[src/rtl/hpm_counters.sv]
// Performance-monitor unit: mcycle/minstret, programmable HPM counters with event
// select, global and per-mode inhibit, counter-enable read gating and overflow irq.
module hpm_counters #(
   parameter int NUM_HPM       = 4,
   parameter int NUM_EVENTS    = 8,
   parameter int COUNTER_WIDTH = 64
) (
   input  logic                  phi2,
   input  logic                  rst,
   input  logic [1:0]            priv_level,
   input  logic                  read,
   input  logic                  write,
   input  logic [11:0]           csr_addr,
   input  logic [63:0]           data_in,
   output logic [63:0]           data_out,
   output logic                  hit,
   output logic                  invalid,
   input  logic                  retire,
   input  logic [63:0]           time_in,
   input  logic [NUM_EVENTS-1:0] events,
   output logic                  overflow_irq
);
   localparam int          NH       = (NUM_HPM == 0) ? 1 : NUM_HPM;
   localparam logic [31:0] HPM_BITS = 32'(((64'd1 << NUM_HPM) - 64'd1) << 3);
   localparam logic [31:0] INH_MASK = HPM_BITS | 32'h0000_0005;
   localparam logic [31:0] EN_MASK  = INH_MASK | 32'h0000_0002;
   localparam logic [8:0]  NEV      = 9'(NUM_EVENTS);

   function automatic logic event_hit(input logic [7:0] sel, input logic [NUM_EVENTS-1:0] ev);
      logic h;
      h = 1'b0;
      for (int k = 1; k <= NUM_EVENTS; k++) begin
         h = (sel == 8'(k)) ? ev[k-1] : h;
      end
      return h;
   endfunction

   // inh is {MINH, SINH, UINH}; the reserved level 2 is never filtered
   function automatic logic mode_inhibited(input logic [2:0] inh, input logic [1:0] priv);
      logic m;
      case (priv)
         2'd3:    m = inh[2];
         2'd1:    m = inh[1];
         2'd0:    m = inh[0];
         default: m = 1'b0;
      endcase
      return m;
   endfunction

   logic [63:0]              mcycle_r, minstret_r;
   logic [COUNTER_WIDTH-1:0] hpm_r [NH];
   logic [7:0]               sel_r [NH];
   logic [2:0]               inh_r [NH];
   logic [NH-1:0]            of_r;
   logic [31:0]              inhibit_r, mcen_r, scen_r;
   logic                     irq_r;

   logic [4:0]    idx_s;
   logic          is_scen_s, is_mcen_s, is_inh_s, is_evt_s, is_mcnt_s, is_ucnt_s;
   logic          priv_low_s, ro_wr_s, m_gate_s, s_gate_s, wr_s;
   logic [63:0]   cnt_rd_s, evt_rd_s, rd_s;
   logic [NH-1:0] cnt_wr_s, evt_wr_s, hpm_inc_s, wrap_s;

   assign idx_s     = csr_addr[4:0];
   assign is_scen_s = (csr_addr == 12'h106);
   assign is_mcen_s = (csr_addr == 12'h306);
   assign is_inh_s  = (csr_addr == 12'h320);
   assign is_evt_s  = (csr_addr[11:5] == 7'h19) && (idx_s >= 5'd3);
   assign is_mcnt_s = (csr_addr[11:5] == 7'h58) && (idx_s != 5'd1);
   assign is_ucnt_s = (csr_addr[11:5] == 7'h60);
   assign hit       = is_scen_s | is_mcen_s | is_inh_s | is_evt_s | is_mcnt_s | is_ucnt_s;

   assign priv_low_s = (read | write) && (priv_level < csr_addr[9:8]);
   assign ro_wr_s    = write && (csr_addr[11:10] == 2'b11);
   assign m_gate_s   = read && is_ucnt_s && (priv_level != 2'd3) && !mcen_r[idx_s];
   assign s_gate_s   = read && is_ucnt_s && (priv_level == 2'd0) && !scen_r[idx_s];
   assign invalid    = hit && (priv_low_s | ro_wr_s | m_gate_s | s_gate_s);
   assign wr_s       = write && hit && !invalid;

   // Read-data mux; unimplemented counter slots fall through as zero
   always_comb begin
      evt_rd_s = 64'd0;
      case (idx_s)
         5'd0:    cnt_rd_s = mcycle_r;
         5'd1:    cnt_rd_s = time_in;
         5'd2:    cnt_rd_s = minstret_r;
         default: cnt_rd_s = 64'd0;
      endcase
      for (int i = 0; i < NUM_HPM; i++) begin
         cnt_rd_s = (idx_s == 5'(3 + i)) ? 64'(hpm_r[i]) : cnt_rd_s;
         evt_rd_s = (idx_s == 5'(3 + i)) ? {of_r[i], inh_r[i], 52'd0, sel_r[i]} : evt_rd_s;
      end
      if (is_scen_s) begin
         rd_s = {32'd0, scen_r};
      end else if (is_mcen_s) begin
         rd_s = {32'd0, mcen_r};
      end else if (is_inh_s) begin
         rd_s = {32'd0, inhibit_r};
      end else if (is_evt_s) begin
         rd_s = evt_rd_s;
      end else if (is_mcnt_s || is_ucnt_s) begin
         rd_s = cnt_rd_s;
      end else begin
         rd_s = 64'd0;
      end
   end

   assign data_out = (read && hit && !invalid) ? rd_s : 64'd0;

   // Per-counter write strobes, increment qualifiers and wrap detection
   always_comb begin
      cnt_wr_s  = '0;
      evt_wr_s  = '0;
      hpm_inc_s = '0;
      wrap_s    = '0;
      for (int i = 0; i < NUM_HPM; i++) begin
         cnt_wr_s[i]  = wr_s && is_mcnt_s && (idx_s == 5'(3 + i));
         evt_wr_s[i]  = wr_s && is_evt_s && (idx_s == 5'(3 + i));
         hpm_inc_s[i] = event_hit(sel_r[i], events) && !inhibit_r[3 + i] &&
                        !mode_inhibited(inh_r[i], priv_level);
         wrap_s[i]    = hpm_inc_s[i] && !cnt_wr_s[i] && (&hpm_r[i]);
      end
   end

   // Counter and control state; a software write always beats the same-cycle update
   always_ff @(posedge phi2 or negedge rst) begin
      if (!rst) begin
         mcycle_r   <= 64'd0;
         minstret_r <= 64'd0;
         inhibit_r  <= 32'd0;
         mcen_r     <= 32'd0;
         scen_r     <= 32'd0;
         of_r       <= '0;
         irq_r      <= 1'b0;
         for (int i = 0; i < NH; i++) begin
            hpm_r[i] <= '0;
            sel_r[i] <= 8'd0;
            inh_r[i] <= 3'd0;
         end
      end else begin
         if (wr_s && is_scen_s) scen_r <= data_in[31:0] & EN_MASK;
         if (wr_s && is_mcen_s) mcen_r <= data_in[31:0] & EN_MASK;
         if (wr_s && is_inh_s) inhibit_r <= data_in[31:0] & INH_MASK;

         if (wr_s && is_mcnt_s && (idx_s == 5'd0)) mcycle_r <= data_in;
         else if (!inhibit_r[0]) mcycle_r <= mcycle_r + 64'd1;

         if (wr_s && is_mcnt_s && (idx_s == 5'd2)) minstret_r <= data_in;
         else if (retire && !inhibit_r[2]) minstret_r <= minstret_r + 64'd1;

         for (int i = 0; i < NUM_HPM; i++) begin
            if (cnt_wr_s[i]) hpm_r[i] <= data_in[COUNTER_WIDTH-1:0];
            else if (hpm_inc_s[i]) hpm_r[i] <= hpm_r[i] + 1'b1;

            if (evt_wr_s[i]) begin
               sel_r[i] <= ({1'b0, data_in[7:0]} <= NEV) ? data_in[7:0] : 8'd0;
               inh_r[i] <= data_in[62:60];
               of_r[i]  <= data_in[63];
            end else if (wrap_s[i]) begin
               of_r[i] <= 1'b1;
            end
         end

         irq_r <= |of_r;
      end
   end

   assign overflow_irq = irq_r;

endmodule

[config.mk]
export PLATFORM = sky130hd
export DESIGN_NAME = hpm_counters
export DESIGN_NICKNAME = d
export VERILOG_FILES = /design/src/rtl/hpm_counters.sv
export SDC_FILE = /design/constraint.sdc
export NUM_CORES = 2
export LEC_CHECK = 0
export BUFFER_PORTS_ARGS = -buffer_cell sky130_fd_sc_hd__buf_2
export CAP_MARGIN = 20
export CORE_MARGIN = 8
export CORE_UTILIZATION = 56
export CTS_CLUSTER_DIAMETER = 40
export DETAILED_ROUTE_END_ITERATION = 10
export PLACE_DENSITY = 0.78
export SLEW_MARGIN = 15
export SYNTH_ARGS = -nofsm -noshare
export SYNTH_HDL_FRONTEND = slang
export SYNTH_SLANG_ARGS = --single-unit
export TNS_END_PERCENT = 30
[constraint.sdc]
create_clock -name phi2 -period 2.9 [get_ports phi2]
set_input_delay 0.29 -clock phi2 [delete_from_list [all_inputs] [get_ports phi2]]
set_output_delay 0.29 -clock phi2 [all_outputs]
set_load 0.01 [all_outputs]
# Word-level counts from Yosys, hierarchy flattened
# Index checks and enable logic that the tools add are counted.
[classes] add_sub_neg=6 mux=76 eq_ne=50 n_bitwise=9 order_cmp=4 n_reduce_logical=79
[op_table] cell="64-bit two-way mux" n=26
[op_table] cell="64-bit by 1-bit adder with 64-bit output (second input constant)" n=6
[op_table] cell="64-bit AND reduction" n=4
[op_table] cell="64-bit one-hot mux with 3 select lines" n=1
[op_table] cell="8-bit by 3-bit == test with 1-bit output (second input constant)" n=16
[op_table] cell="8-bit by 2-bit == test with 1-bit output (second input constant)" n=8
[op_table] cell="1-bit logical AND" n=46
[op_table] cell="1-bit two-way mux" n=42
[op_table] cell="8-bit by 1-bit == test with 1-bit output (second input constant)" n=4
[op_table] cell="8-bit by 4-bit == test with 1-bit output (second input constant)" n=4
[op_table] cell="12-bit by 10-bit == test with 1-bit output (second input constant)" n=2
[op_table] cell="2-bit nonzero test" n=9
[op_table] cell="1-bit logical NOT" n=16
[op_table] cell="5-bit by 3-bit == test with 1-bit output (second input constant)" n=3
[op_table] cell="7-bit == test (second input constant)" n=2
[op_table] cell="12-bit by 9-bit == test with 1-bit output (second input constant)" n=1
[op_table] cell="1-bit one-hot mux with 3 select lines" n=4
[op_table] cell="1-bit binary-select mux with 5-bit select" n=2
[op_table] cell="5-bit by 2-bit == test with 1-bit output (second input constant)" n=2
[op_table] cell="1-bit OR" n=9
[op_table] cell="8-bit by 4-bit <= comparator with 1-bit output (second input constant)" n=1
[op_table] cell="8-bit two-way mux" n=1
[op_table] cell="7-bit by 5-bit == test with 1-bit output (second input constant)" n=1
[op_table] cell="5-bit by 6-bit < comparator with 1-bit output (second input constant)" n=1
[op_table] cell="12 further kinds" n=13
[word_totals] input_bits=155 regBits=453

# Longest topological paths before layout
[depth] ltp_word=16 depth_mapped=10

# Worst setup path before layout
# OpenSTA, ideal clock, no wires.
[synth_timing] path_kind="reg2reg" start="register sel_r[14] (netlist bit)" end="register hpm_r[126] (netlist bit)" t_arrival_ns=2.690 t_required_ns=2.818 path_stages_with_launch=8 setup_slack_ns=0.128 cell_sequence="dfrtp_1 -> or4_1 -> a211oi_2 -> o2111ai_2 -> or4_4 -> buf_6 -> or4_1 -> a31oi_1"
[synth_between] elab_chain_cells=12
[synth_lines] element="start, declared" line_no="52" source="logic [7:0] sel_r [NH];"
[synth_lines] element="start signal, assigned by index" line_no="156" source="sel_r[i] <= ({1'b0, data_in[7:0]} <= NEV) ? data_in[7:0] : 8'd0;"
[synth_lines] element="8-bit by 1-bit == test with 1-bit output" line_no="33" source="h = (sel == 8'(k)) ? ev[k-1] : h;"
[synth_lines] element="1-bit two-way mux (7 in a row)" line_no="33"
[synth_lines] element="1-bit two-way mux *" line_no="33"
[synth_lines] element="1-bit logical AND * (2 in a row)" line_no="119" source="hpm_inc_s[i] = event_hit(sel_r[i], events) && !inhibit_r[3 + i] &&"
[synth_lines] element="2-bit nonzero test (no source line) *"
[synth_lines] element="end signal, assigned by index" line_no="152" source="if (cnt_wr_s[i]) hpm_r[i] <= data_in[COUNTER_WIDTH-1:0];"
[synth_lines] element="end signal, assigned by index" line_no="153" source="else if (hpm_inc_s[i]) hpm_r[i] <= hpm_r[i] + 1'b1;"
[synth_lines] element="end, declared" line_no="51" source="logic [COUNTER_WIDTH-1:0] hpm_r [NH];"
# Every way passes the cells marked *; elsewhere a longest branch is shown, timed or not.
# A chain may end at the register's enable or synchronous reset.

# Worst setup path in the final report
[layout_timing] start="register scen_r[5]" end="output port data_out[46]"
[layout_between] elab_chain_cells=9
[layout_lines] element="start, declared" line_no="55" source="logic [31:0] inhibit_r, mcen_r, scen_r;"
[layout_lines] element="start signal, assigned" line_no="141" source="if (wr_s && is_scen_s) scen_r <= data_in[31:0] & EN_MASK;"
[layout_lines] element="1-bit binary-select mux with 5-bit select" line_no="76" source="assign s_gate_s = read && is_ucnt_s && (priv_level == 2'd0) && !scen_r[idx_s];"
[layout_lines] element="1-bit two-way mux (implied by the code)" line_no="76"
[layout_lines] element="1-bit logical NOT" line_no="76"
[layout_lines] element="1-bit logical AND" line_no="76"
[layout_lines] element="1-bit OR" line_no="77" source="assign invalid = hit && (priv_low_s | ro_wr_s | m_gate_s | s_gate_s);"
[layout_lines] element="1-bit logical AND" line_no="77"
[layout_lines] element="1-bit logical NOT" line_no="108" source="assign data_out = (read && hit && !invalid) ? rd_s : 64'd0;"
[layout_lines] element="1-bit logical AND" line_no="108"
[layout_lines] element="64-bit two-way mux" line_no="108"
[layout_lines] element="end, declared" line_no="15" source="output logic [63:0] data_out,"
# Every way passes these cells. The select of a mux whose other input is x is not followed.

==> impl_metrics.toml <==
[run_status]
status = "finished with violations"
violations = "negative setup slack"

[floorplan]
rows = 84
die_h_um = 245
start_util_pct = 56.3
core_area_um2 = 52200
die-area_um2 = 60100
die_w_um = 245
io_pins = 222

[synthesis]
ys_ff_latch = 453
ys_types = 76
synth_area_leaders = "dfrtp_1, xnor2_1, nor2_1"
synth_top_cell_by_area = "dfrtp_1"
syn-cell-area_um2 = 29400
synthCells = 3497
synth_edf_count = 0
syn_nets = 3659
synth_seq_area_share_pct = 38.5
yosys_warnings = 0
syn_avg_cell_area_um2 = 8.41
synthArstFlopShare_pct = 100
synth_top_area_share_pct = 38.5
ys.flop_type = "dfrtp_1"

[setup_path]
start_kind = "flip-flop"
cp_max_fo = 25
timing.reg2reg.setup_slack_ns = -0.01
crit_type = "reg2out"
endpoint_kind = "output port"
arrival_ns = 2.90
critPathRequiredTime_ns = 2.61

[routing]
viasPerCell = 7.07
dr.pass1.iters = 11
totalWireLength_um = 124000
ant_nets = 0
num_vias = 32662
wire_per_inst_um = 26.8
drc = 0
drt_iter0_drc = 5160

[global_routing]
grt_pass1_vias = 31187
grt_overflow = 0
grt_util_all_layers_pct = 39.9
antenna_found_initial = 2
grt_max_degree = 83
grt_pass1_wl_um = 187000

[clock_tree]
cts_inserted_buffers = 85
cts_tree = "yes"
h-tree-depth = 3
clk_latency_ns = 0.65
cts_root_buffer = "clkbuf_16"
ctsLongestPathBuffers = 3
path_clk_slew_ns = 0.05
clock-sinks = 453

[placement]
post-place-ws_ns = 0.00500
dp_hpwl_um = 87000
place_area_um2 = 33000
numPortBuffers = 221
routabilityCongestion = 1.01

[finish]
fin_area_um2 = 36700
area_growth_pct = 24.9
fillers = 4051
nNetsFinal = 4019
drive_gt1_share_pct = 19.9

[sta]
worstMarginPinSlew_ns = 1.01
fin_skew_ns = 0.0252
rsz0062_at_grt = "yes"
hold_violations = 0
holdWs_ns = 0.00307
fin_crit_sh_pct = 110
setup_viol = 65
timing.fmax_ghz = 0.313
slew_violations = 0
slew_headroom_pct = 32.6
min_period_ns = 3.19
fin_ws_ns = -0.293

[pwr]
power.total_uw = 18100
power.leakage_uw = 0.0142
ir_drop_mv = 0.498
powerDensity_nw_per_um2 = 493

[min_path]
worst_hold_path_type = "in2reg"

[flow_run]
maxCapViolCount = 0
## critical path: stages (launching register included)
cell and delay (ns):
dfrtp_1 0.36, mux2i_1 0.08, mux4_2 0.50, a2111oi_4 0.31, buf_4 0.17, or2_2 0.13, nand3_4 0.10, buf_12 0.19
a31oi_1 0.22, buf_2 0.18
## layer usage
metal	track usage [%]	part of all wire (%)	vias up
met5	0	0.078	-
li1	-	-	13850
met4	25.7	7.7	2
met3	12.0	14	706
met2	59.6	43	2728
met1	50.0	35	15376
## Yosys cell counts, types with 13 or more instances
cell,instances
nand3_1,199
nand4_1,136
o31ai_1,26
or4_1,29
a222oi_1,53
xor2_1,82
and3_1,72
xnor2_1,216
clkbuf_1,241
a21oi_1,248
nand2_1,312
o21ai_0,150
mux2_2,42
nor3_1,72
or3_1,36
and4_1,25
mux2i_1,26
a2111oi_0,78
and2_1,37
buf_1,13
a211oi_1,56
nor4_1,44
a22oi_1,138
dfrtp_1,453
inv_1,61
a31oi_1,118
nor2_1,341
## cell usage in the layout, fill, tap and decap left out, drive strengths merged, types with 9 or more instances in the layout
| cell | count |
|---|---|
| buf | 487 |
| dfrtp | 453 |
| nor2 | 341 |
| nand2 | 312 |
| a21oi | 248 |
| xnor2 | 216 |
| nand3 | 199 |
| o21ai | 153 |
| a22oi | 138 |
| nand4 | 136 |
| a31oi | 118 |
| clkbuf | 107 |
| xor2 | 82 |
| a2111oi | 80 |
| nor3 | 75 |
| inv | 74 |
| and3 | 72 |
| a211oi | 57 |
| a222oi | 53 |
| nor4 | 48 |
| dlygate4sd3 | 46 |
| and2 | 43 |
| mux2 | 42 |
| or3 | 36 |
| or4 | 31 |
| mux2i | 26 |
| o31ai | 26 |
| and4 | 25 |
| clkinv | 16 |
| clkinvlp | 11 |
| a31o | 10 |
| o21a | 10 |
| nor2b | 9 |
| a21o | 9 |
| a221oi | 9 |
| bufinv | 9 |
| or2 | 9 |
## per-stage QoR
stage          cells  TNS [ns]  util [%]
3_5_place_dp    4401         0      63.1
5_1_grt         4614    -22.80      70.3
2_1_floorplan   3497         0         -
4_1_cts         4614    -14.05      70.1
6_report        4618    -13.88      70.4
3_3_place_gp    4401         0      63.1
## final timing paths
path / start / to / depth (start not counted)
max in group asynchronous: rst / sel_r[31] / 3
worst min-delay path: data_in[16] / hpm_r[16] / 3
worst max-delay path: scen_r[5] / data_out[46] / 9
min in group asynchronous: rst / hpm_r[114] / 2
worst max register to register: sel_r[26] / hpm_r[213] / 6
worst min register to register: sel_r[12] / sel_r[12] / 1
## report_power, final
part | switching [uW] | internal, uW
clock | 3730 | 6640
combinational | 731 | 409
sequential | 161 | 6440
## logic make-up after synthesis
kind of cell | synth area share (%)
AND/OR/NAND/NOR | 23.4
flip-flops | 38.5
XOR/XNOR | 8.87
AO/OA/AOI/OAI | 22.0
multiplexers | 2.72
buffers and inverters | 4.16
adder cells (fa/ha/maj) | 0.298
## what timing repair did
item | CTS | global route
hold endpoints to repair | 204 | 0
buffers inserted | 11 | 0
setup endpoints to repair | 65 | 86
pin swaps | 4 | 2
resized for setup | 28 | 30
hold buffers | 46 | 0
## flip-flops by register name, indices dropped and copies added (netlist names)
signal / cells
overflow_irq: 1
hpm_r: 256
of_r: 4
mcen_r: 7
sel_r: 32
scen_r: 7
inh_r: 12
minstret_r: 64
inhibit_r: 6
mcycle_r: 64
## area by class of cell
class                      instances  area, um^2  share of cell area, %
clock buffer                     107        2360                   6.43
antenna                            4        10.0                 0.0272
timing repair buffer             533        4120                   11.2
sequential                       453       11300                   30.8
multi-input combinational       2723       17200                   46.9
tap                              688         861                   2.34
clock inverter                    49         598                   1.63
inverter                          61         229                  0.623
(Power assumes the default switching activity.)
